### config.mk
export PLATFORM = sky130hd
export DESIGN_NAME = alu_muldiv
export DESIGN_NICKNAME = d
export VERILOG_FILES = /design/src/rtl/muldiv_pkg.sv /design/src/rtl/muldiv_step.sv /design/src/rtl/alu_muldiv.sv
export SDC_FILE = /design/constraint.sdc
export NUM_CORES = 1
export LEC_CHECK = 0
export CORE_MARGIN = 10
export CORE_UTILIZATION = 52
export DETAILED_ROUTE_END_ITERATION = 12
export PLACE_DENSITY = 0.78
export SLEW_MARGIN = 10
export SYNTH_ARGS = -nofsm -noshare
export SYNTH_HDL_FRONTEND = slang
export SYNTH_SLANG_ARGS = --single-unit
### constraint.sdc
create_clock -name clk -period 3.15 [get_ports clk]
set_input_delay 0.63 -clock clk [delete_from_list [all_inputs] [get_ports clk]]
set_output_delay 0.63 -clock clk [all_outputs]
set_load 0.02 [all_outputs]
### src/rtl/muldiv_pkg.sv
// muldiv_pkg: op encodings, FSM states and magnitude helper for alu_muldiv
package muldiv_pkg;
  localparam logic [2:0] OP_MULTU = 3'b000;
  localparam logic [2:0] OP_MULT  = 3'b001;
  localparam logic [2:0] OP_DIVU  = 3'b010;
  localparam logic [2:0] OP_DIV   = 3'b011;
  localparam logic [2:0] OP_MTHI  = 3'b100;
  localparam logic [2:0] OP_MTLO  = 3'b101;
  typedef enum logic [1:0] {S_IDLE, S_CALC, S_FIX, S_DONE} state_t;
  // Two's-complement negation modulo 2^64; callers keep the low WIDTH bits, so the
  // most-negative value maps to 2^(WIDTH-1).
  function automatic logic [63:0] abs_mag(input logic [63:0] v, input logic neg);
    return neg ? -v : v;
  endfunction
endpackage

### src/rtl/muldiv_step.sv
// muldiv_step: one radix-2 multiply (shift-add) or restoring divide iteration
// Divide path present only with ALU_MULDIV_DIV_EN defined.
module muldiv_step #(parameter int WIDTH = 32) (
  input  logic [2*WIDTH-1:0] acc,
  input  logic [WIDTH-1:0]   opnd,
  input  logic               mode,
  output logic [2*WIDTH-1:0] nxt
);
  logic [WIDTH:0] sum;
  logic [2*WIDTH-1:0] mul_nxt;
  assign sum = {1'b0, acc[2*WIDTH-1:WIDTH]} + (acc[0] ? {1'b0, opnd} : '0);
  assign mul_nxt = {sum, acc[WIDTH-1:1]};
`ifdef ALU_MULDIV_DIV_EN
  logic [WIDTH:0] t;
  logic [WIDTH-1:0] d;
  logic ge;
  assign t = acc[2*WIDTH-1:WIDTH-1];
  assign ge = t >= {1'b0, opnd};
  assign d = t[WIDTH-1:0] - opnd;
  assign nxt = mode ? {ge ? d : t[WIDTH-1:0], acc[WIDTH-2:0], ge} : mul_nxt;
`else
  assign nxt = mode ? acc : mul_nxt;
`endif
endmodule

### src/rtl/alu_muldiv.sv
// alu_muldiv: iterative MULT/MULTU/DIV/DIVU/MTHI/MTLO unit with HI/LO registers
// ALU_MULDIV_DIV_EN enables the divider; otherwise DIV/DIVU report err like reserved ops.
module alu_muldiv import muldiv_pkg::*; #(
  parameter int WIDTH = 32,
  parameter int CNT_W = $clog2(WIDTH) + 1
) (
  input  logic             clk,
  input  logic             rst_n,
  input  logic             start,
  input  logic [2:0]       op,
  input  logic [WIDTH-1:0] a,
  input  logic [WIDTH-1:0] b,
  output logic             busy,
  output logic             done,
  output logic [WIDTH-1:0] hi,
  output logic [WIDTH-1:0] lo,
  output logic             div0,
  output logic             err
);
  state_t state;
  logic [CNT_W-1:0] cnt;
  logic [2*WIDTH-1:0] acc, nxt, prod;
  logic [WIDTH-1:0] opnd, ma, mb, quo, rem;
  logic dv, zf, quick, neg_q, neg_r, go, is_mul, is_div;
  assign go = start & (state == S_IDLE | state == S_DONE);
  assign is_mul = op == OP_MULTU | op == OP_MULT;
`ifdef ALU_MULDIV_DIV_EN
  assign is_div = op == OP_DIVU | op == OP_DIV;
`else
  assign is_div = 1'b0;
`endif
  assign ma = WIDTH'(abs_mag(64'(a), op[0] & a[WIDTH-1]));
  assign mb = WIDTH'(abs_mag(64'(b), op[0] & b[WIDTH-1]));
  assign prod = neg_q ? -acc : acc;
  assign quo = neg_q ? -acc[WIDTH-1:0] : acc[WIDTH-1:0];
  assign rem = neg_r ? -acc[2*WIDTH-1:WIDTH] : acc[2*WIDTH-1:WIDTH];
  // quick marks the one-cycle MTHI/MTLO/reserved path, which is never reported as busy
  assign busy = state == S_CALC | (state == S_FIX & ~quick);
  assign done = state == S_DONE;
  muldiv_step #(.WIDTH(WIDTH)) u_step (.acc(acc), .opnd(opnd), .mode(dv), .nxt(nxt));
  always_ff @(posedge clk) begin
    if (!rst_n) begin
      state <= S_IDLE;
      cnt <= '0;
      acc <= '0;
      opnd <= '0;
      {dv, zf, quick, neg_q, neg_r} <= '0;
      hi <= '0;
      lo <= '0;
      div0 <= 1'b0;
      err <= 1'b0;
    end else if (go) begin
      cnt <= '0;
      quick <= ~(is_mul | is_div);
      div0 <= is_div & ~|b;
      err <= ~(is_mul | is_div | op == OP_MTHI | op == OP_MTLO);
      state <= (is_mul | is_div) ? S_CALC : S_FIX;
      if (is_mul | is_div) begin
        dv <= is_div;
        zf <= is_div & ~|b;
        neg_q <= op[0] & (a[WIDTH-1] ^ b[WIDTH-1]);
        neg_r <= op[0] & a[WIDTH-1];
        opnd <= is_div ? mb : ma;
        acc <= {{WIDTH{1'b0}}, is_div ? (~|b ? a : ma) : mb};
      end
      if (op == OP_MTHI) hi <= a;
      if (op == OP_MTLO) lo <= a;
    end else if (state == S_CALC) begin
      cnt <= cnt + CNT_W'(1);
      if (!zf) acc <= nxt;
      if (zf || cnt == CNT_W'(WIDTH - 1)) state <= S_FIX;
    end else if (state == S_FIX) begin
      state <= S_DONE;
      if (!quick) begin
        hi <= zf ? acc[WIDTH-1:0] : dv ? rem : prod[2*WIDTH-1:WIDTH];
        lo <= zf ? '1 : dv ? quo : prod[WIDTH-1:0];
      end
    end else if (state == S_DONE) begin
      state <= S_IDLE;
    end
  end
endmodule

==> results.md, run 1 <==
* Status: finished, violations left
* Failing checks: negative setup slack
* Total track usage at 0.269
* Vias in the first global route at 11600
* Die span in x at 168 microns
* LEAKAGE at 6.03 nW
* Worst Max-Slew Pin Slew at 1.27 ns
* Count leader, synth: dfxtp_1
* Fin nets at 1803
* First-pass GRT wire length at 62000 microns
* Port-buffer cells at 136
* DP Area at 13900 sq um
* Fin. Hold Viols at 0
* Distinct cells, synth at 69
* Row count at 54
* Kind of end point of the critical path: flip-flop
* #FFs+latches synth at 171
* Synth-to-layout area growth at 29.9%
* GPL Wtd Cong at 0.953
* Post-synth EDFFs at 0
* FFs w/ async S/R, synth at 0
* Final ANT Viol Nets at 0
* Critical path required time at 3.46 ns
* Max_cap viols at 0
* Slew headroom at 0.155
* Clk root buf: clkbuf_16
* Top cells by area, synth: dfxtp_1, xor2_1, a21oi_1, o21ai_0, xnor2_1
* FMAX at 309 MHz
* Clock Skew at 0.00999 ns
* Io pins at 138
* Synth area leader: dfxtp_1
* Pwr/cell area at 709 nW/um^2
* RSZ-0062 raised after global routing: yes
* Design area at 14800 sq um
* Largest net degree at the start of global routing at 84
* CP Class: reg -> reg
* Hold path cells at 2
* Initial antenna violation count at 0
* Worst-skew pair later-pin latency at 0.44 ns
* Residual DRC at 0
* HP Class: reg -> reg
* Crit path DAT at 3.55 ns
* Post-Syn Area per Cell at 7.72 sq um
* Synth top area share at 0.301
* DP HPWL at 30200 microns
* Max IR drop VDD at 0.000416 V
* CTS Buffer Depth at 2
* Final slew viol count at 0
* CP Max Fanout at 5
* Fin crit share at 1.03
* Die ar. at 28200 sq um
* Depth of the most critical reg-to-reg path at 11
* Clk slew on worst S/H paths at 0.07 ns
* Layout cell share with drive strength beyond 1 at 0.139
* DR vias at 12100
* Synth Flop Type: dfxtp_1
* Fin worst setup slack at -0.0899 ns
* Startpoint Class: flip-flop
* Final std cells w/o fill at 1985
* CTS sink cnt at 171
* Syn_nets at 1586
* Fin util at 0.682
* WL/cell at 20.2 microns
* Initial Util at 0.525
* CTS tree: done
* Ys Warns at 0
* Finish-stage setup viols at 1
* Total congestion overflow at 0
* Synthesized instance count at 1475
* Dpl ws at -0.388 ns
* Most frequent cells after synthesis: dfxtp_1, a21oi_1, nand2_1
* Post-synth design cell area at 11400 sq um
* Via/cell ratio at 6.09
* Final WL at 40200 microns
* Core area at 21700 sq um
* Seq/Total Area, Yosys at 0.301
* H-tree Lvls at 4
* Inst Count DP at 1948
* Die Ht at 168 microns
* ANT cells at 0
* Clock buffer count from CTS at 17
* Min cycle time layout at 3.24 ns
* First drt pass iteration count at 10
* Initial detailed-routing violation count at 1320
[area by class of cell]
type                    instances  area [sq um]
fillers                      1735          6900
multi-input cells            1183          7720
clock inverters                15           185
clock buffers                  17           425
repair buffers                290          2570
inverters                      29           109
well taps                     280           350
flip-flops and latches        171          3430
[repair_timing]
action | in CTS | in global routing
hold buffers | 0 | 0
endpoints found under the setup margin | 16 | 25
setup buffers | 1 | 4
pin swaps | 3 | 15
resized for setup | 10 | 36
[registers in the layout, summed over array words and instances, names as in the netlist]
signal / cells
acc: 64
hi: 32
lo: 32
opnd: 32
cnt: 6
state: 2
err: 1
neg_q: 1
quick: 1
[cells by family after synthesis]
logic type               synth area share
multiplexers                      0.00176
XOR/XNOR                            0.112
other                            0.000329
AND/OR/NAND/NOR                     0.236
adder cells (fa/ha/maj)            0.0457
AO/OA/AOI/OAI                       0.262
buffers and inverters              0.0409
flip-flops                          0.301
[worst max-delay path, cell delays in order (launching register included)]
cell and delay [ns]:
dfxtp_1 0.31, or4_4 0.58, nor4b_4 0.32, nand2b_1 0.16, nor4b_4 0.26, buf_4 0.19
nand3b_4 0.12, or2_4 0.28, or3_4 0.35, o41ai_4 0.22, xor2_1 0.23, a21oi_1 0.10
[final timing paths]
path            start        to  slack [ns]
min          opnd[23]  opnd[23]        0.45
max reg2reg    acc[9]    hi[30]       -0.09
max            acc[9]    hi[30]       -0.09
min reg2reg  opnd[23]  opnd[23]        0.45
[routing by layer]
layer  track usage  share of wire
met5             0              0
met1         0.343           0.41
met4         0.115          0.040
met3        0.0575          0.091
met2         0.429           0.46
[where the power goes]
part | internal, mW | total, mW | switching [mW]
Combinational | 2.23 | 5.42 | 3.19
Sequential | 2.53 | 2.83 | 0.294
Clock | 1.26 | 2.24 | 0.975
[stage by stage]
stage / hold WS [ns] / TNS, ns / power [mW]
final: 0.450 / -0.0899 / 10.5
after global routing: 0.478 / -0.579 / 10.9
after CTS: 0.450 / -0.0415 / 10.1
after detailed placement: 0.443 / -3.97 / 7.78
after global placement: 0.431 / -2.51 / 7.70
after floorplan: 0.417 / 0 / 5.53
[placed cells by master, fill, tap and decap left out, types with 5 or more instances in the layout]
cell	Yosys	final
a211oi_1	37	36
a21boi_0	9	9
a21o_1	21	21
a21oi_1	140	137
a221oi_1	7	6
a22oi_1	11	11
a31oi_1	10	8
and2_1	42	41
and3_1	13	13
buf_4	1	149
clkbuf_16	0	17
clkdlybuf4s50_1	0	135
dfxtp_1	171	169
ha_1	40	40
inv_1	29	29
inv_6	0	6
nand2_1	137	135
nand2b_1	7	7
nand3_1	39	39
nand4_1	11	11
nor2_1	101	98
nor2b_1	71	71
nor3_1	23	21
nor4_1	10	9
o211a_1	22	22
o211ai_1	28	28
o21ai_0	123	117
o21ai_1	2	5
o31ai_1	31	27
o41ai_1	8	7
or3_1	28	27
or4_1	12	10
xnor2_1	60	59
xor2_1	86	85
Power figures use the tool's default switching activity.
==> run 2: changes to the inputs <==
- CORE_MARGIN: 10 -> default
==> run 2 against run 1 <==
Net effect:
- the run now ends clean
- highest routed layer unchanged
- utilization up 0.61 points
- largest cell class unchanged
- hold slack better by 0.013 ns
- first-iteration DRC count decreased by 0.83%
- largest power group unchanged
- via count decreased by 0.63%
- maximum frequency grew 3.3%
- routed wire length shrank 6.0%
- count of clock-buffer cells in the layout up 2
- critical endpoint unchanged
==> results.md, run 2 (synthesis results as in run 1) <==
* Fin. Hold Viols at 0
* Final ANT Viol Nets at 0
* First drt pass iteration count at 6
* Max IR drop VDD at 0.000561 V
* Final std cells w/o fill at 1965
* Critical path required time at 3.47 ns
* CTS tree: done
* Total track usage at 0.330
* Startpoint Class: flip-flop
* Via/cell ratio at 6.12
* HP Class: reg -> reg
* Clock Skew at 0.0135 ns
* Vias in the first global route at 10900
* Initial antenna violation count at 0
* Total congestion overflow at 0
* Hold slack at 0.463 ns
* Initial Util at 0.536
* DR vias at 12000
* Tot Pwr at 10.1 mW
* ANT cells at 0
* Hold_buf cts at 0
* Slew headroom at 0.339
* Die Ht at 150 microns
* Die span in x at 150 microns
* Most frequent cells in the layout: dfxtp_1, nand2_1, a21oi_1, clkdlybuf4s50_1, buf_4
* GPL Wtd Cong at 0.946
* Max_cap viols at 0
* Core area at 21200 sq um
* Worst Max-Slew Pin Slew at 0.992 ns
* Row count at 53
* Kind of end point of the critical path: flip-flop
* Clock power share at 0.212
* Worst-skew pair later-pin latency at 0.44 ns
* Fin nets at 1788
* Pwr/cell area at 691 nW/um^2
* Synth-to-layout area growth at 28.3%
* WL/cell at 19.2 microns
* Io pins at 138
* Switching share of power at 0.422
* CTS Buffer Depth at 2
* Fin crit share at 0.995
* Layout cell share with drive strength beyond 1 at 0.130
* Crit path DAT at 3.46 ns
* Finish-stage setup viols at 0
* Top reg by flops: acc
* Comb pwr share at 0.508
* Commonest non-fill, non-tap cell in the layout: dfxtp_1
* Inst Count DP at 1927
* NetSw at 4.25 mW
* RSZ-0062 raised after global routing: yes
* CTS sink cnt at 171
* Port-buffer cells at 136
* Clk slew on worst S/H paths at 0.07 ns
* Clk root buf: clkbuf_16
* CP Max Fanout at 4
* FMAX at 319 MHz
* Largest net degree at the start of global routing at 87
* Flip-flop count of the largest register after layout at 64
* Min cycle time layout at 3.14 ns
* Residual DRC at 0
* Status: finished, final reports clean
* CP Class: reg -> reg
* LEAKAGE at 5.94 nW
* Clock buffer count from CTS at 17
* Final WL at 37800 microns
* Internal power at 5.83 mW
* Reg power frac at 0.280
* Die ar. at 22500 sq um
* First-pass GRT wire length at 57600 microns
* DP HPWL at 28000 microns
* H-tree Lvls at 4
* Final slew viol count at 0
* Initial detailed-routing violation count at 1309
[run 2: worst max-delay path: stages, from the launching register on]
cell	delay, ns
dfxtp_1	0.31
or4_4	0.58
nor4b_4	0.33
nand2b_1	0.18
nor4b_4	0.33
nand3b_2	0.17
or2_4	0.28
or3_4	0.35
o41ai_4	0.23
xor2_1	0.18
a21oi_1	0.08
[run 2: final timing paths]
check	start	endpoint	slack, ns	depth (start not counted)
worst min-delay path	lo[20]	lo[20]	0.46	2
worst max-delay path	acc[9]	hi[30]	0.01	10
worst max register to register	acc[9]	hi[30]	0.01	10
worst min register to register	lo[20]	lo[20]	0.46	2
[run 2: power groups by stage]
stage | logic, mW | registers, mW | clock network, mW
after detailed placement | 4.71 | 2.85 | 0
after CTS | 4.78 | 2.81 | 2.13
final | 5.12 | 2.82 | 2.14
after global placement | 4.65 | 2.84 | 0
after global routing | 5.45 | 2.85 | 2.24
after floorplan | 2.45 | 3.08 | 0
[run 2: area by class of cell]
| cell class | count | area (sq um) |
|---|---|---|
| clock inverters | 13 | 139 |
| fillers | 1732 | 6620 |
| inverters | 29 | 109 |
| well taps | 275 | 344 |
| multi-input cells | 1183 | 7670 |
| clock buffers | 19 | 453 |
| repair buffers | 275 | 2460 |
| flip-flops and latches | 171 | 3420 |
[run 2: repair_timing]
| item | 4_1_cts | 5_1_grt |
|---|---|---|
| setup buffers | 0 | 6 |
| resized for setup | 3 | 34 |
| pin swaps | 1 | 8 |
| endpoints found under the setup margin | 9 | 24 |
| cloned | 0 | 0 |
[run 2: metal layers]
metal	vias to the layer above	part of all wire	global-route usage	wire (microns)
li1	5690	-	-	-
met1	5639	0.43	0.450	16100
met2	600	0.46	0.517	17200
met3	88	0.090	0.0530	3390
met4	0	0.030	0.131	1140
met5	-	0	0	0
[run 2: through the flow]
step	utilization	setup WS, ns	TNS (ns)	area (sq um)
after floorplan	-	0.0781	0	11400
after global placement	0.650	-0.279	-1.75	13800
after detailed placement	0.650	-0.370	-3.06	13800
after CTS	0.679	0.0149	0	14400
after global routing	0.688	-0.0998	-0.301	14600
final	0.688	0.0149	0	14600
==> run 3: changes to the inputs <==
- CAP_MARGIN: default -> 20
- SETUP_SLACK_MARGIN: default -> 0.02
==> run 3 against run 2 <==
Net effect:
- utilization is 0.065 points higher
- critical path depth stayed put
- worst setup slack hardly changed
- first-iteration DRC count is 0.84% higher
- sequential power hardly changed
- critical path type unchanged
- largest cell class unchanged
- largest power group unchanged
- highest routed layer unchanged
==> results.md, run 3 (synthesis results as in run 1) <==
* Crit path DAT at 3.46 ns
* Largest net degree at the start of global routing at 87
* Multi-input logic area at 7690 sq um
* Die span in x at 150 microns
* Status: finished, final reports clean
* Slew headroom at 0.311
* Worst-skew pair later-pin latency at 0.44 ns
* Commonest non-fill, non-tap cell in the layout: dfxtp_1
* ANT cells at 0
* FMAX at 319 MHz
* Min cycle time layout at 3.13 ns
* Vias in the first global route at 10900
* Finish-stage setup viols at 0
* Critical path required time at 3.47 ns
* Die Ht at 150 microns
* Final slew viol count at 0
* Top reg by flops: acc
* Initial antenna violation count at 0
* RSZ-0062 raised after global routing: yes
* Hold_buf cts at 0
* HP Class: reg -> reg
* WL/cell at 19.3 microns
* Most frequent cells in the layout: dfxtp_1, nand2_1, a21oi_1, clkdlybuf4s50_1, buf_4
* Depth of the most critical reg-to-reg path at 10
* Clock buffer count from CTS at 17
* Kind of end point of the critical path: flip-flop
* Worst Max-Slew Pin Slew at 1.03 ns
* First-pass GRT wire length at 57600 microns
* Met3 Use GR at 0.0530
* Pwr/cell area at 690 nW/um^2
* CTS Buffer Depth at 2
* Final WL at 37900 microns
* Io pins at 138
* Most crowded layer after global routing: met2
* Die ar. at 22500 sq um
* LEAKAGE at 5.95 nW
* Synth-to-layout area growth at 28.4%
* CP Max Fanout at 4
* Residual DRC at 0
* Via/cell ratio at 6.16
* Dpl ws at -0.370 ns
* CP Class: reg -> reg
* Fin. Hold Viols at 0
* Fin nets at 1788
* Clk root buf: clkbuf_16
* Register Area at 3420 sq um
* Flip-flop count of the largest register after layout at 64
* First drt pass iteration count at 7
* GR Layer Usage met1 at 0.450
* Max IR drop VDD at 0.000560 V
* DP HPWL at 28000 microns
* Final ANT Viol Nets at 0
* Fill cell count at 1734
* Initial detailed-routing violation count at 1320
* Layout cell share with drive strength beyond 1 at 0.132
* Core area at 21200 sq um
* Clock Skew at 0.0147 ns
* Hold path cells at 2
* Total track usage at 0.330
* Startpoint Class: flip-flop
* Clk slew on worst S/H paths at 0.07 ns
* GR Util met2 at 0.517
* Total congestion overflow at 0
* GPL Wtd Cong at 0.946
* Fin crit share at 0.995
* Fin worst setup slack at 0.0153 ns
* Port-buffer cells at 136
* Row count at 53
* Setup TNS at 0 ns
* Hold slack at 0.463 ns
* Initial Util at 0.536
* DR vias at 12100
* CTS tree: done
* CTS sink cnt at 171
* H-tree Lvls at 4
* Max_cap viols at 0
==> run 3: metrics by stage <==
step	std cells	util	power (mW)	area, sq um
after floorplan	1475	-	5.53	11400
after global placement	1927	0.650	7.49	13800
after detailed placement	1927	0.650	7.57	13800
after CTS	1959	0.679	9.73	14400
after global routing	1965	0.689	10.5	14600
final	1965	0.689	10.1	14600
==> run 3: final cells by class <==
class | count | share of cell area
clock buffer | 19 | 0.0310
clock inverter | 13 | 0.00951
inverter | 29 | 0.00745
multi-input combinational | 1183 | 0.526
sequential | 171 | 0.234
tap | 275 | 0.0235
timing repair buffer | 275 | 0.168
==> run 3: power by group <==
part	total [mW]	internal, mW	switching, mW	leakage, nW
clock network	2.13	1.21	0.920	0.278
registers	2.82	2.54	0.288	1.39
logic	5.13	2.08	3.05	4.28
==> run 3: worst max-delay path: stages, from the launching register on <==
cell and delay [ns]:
dfxtp_1 0.31, or4_4 0.58, nor4b_4 0.34, nand2b_1 0.18
nor4b_4 0.33, nand3b_2 0.17, or2_4 0.29, or3_4 0.35
o41ai_4 0.23, xor2_1 0.18, a21oi_1 0.08
==> run 3: metal layers <==
metal  vias to the layer above  wire, microns  share of wire
li1                       5679              -              -
met1                      5699          16100           0.42
met2                       625          17200           0.45
met3                        94           3440          0.091
met4                         0           1150          0.030
met5                         -              0              0
==> run 3: final timing paths <==
kind / endpoint / from / slack (ns)
max reg2reg: hi[30] / acc[9] / 0.02
min reg2reg: lo[20] / lo[20] / 0.46
max: hi[30] / acc[9] / 0.02
min: lo[20] / lo[20] / 0.46
==> run 3: timing repair <==
action                                 in CTS  in global routing
setup endpoints to repair                   9                 25
cloned                                      0                  0
pin swaps                                   2                  9
resized for setup                           3                 37
endpoints found under the hold margin       0                  0
buffers inserted                            0                  6
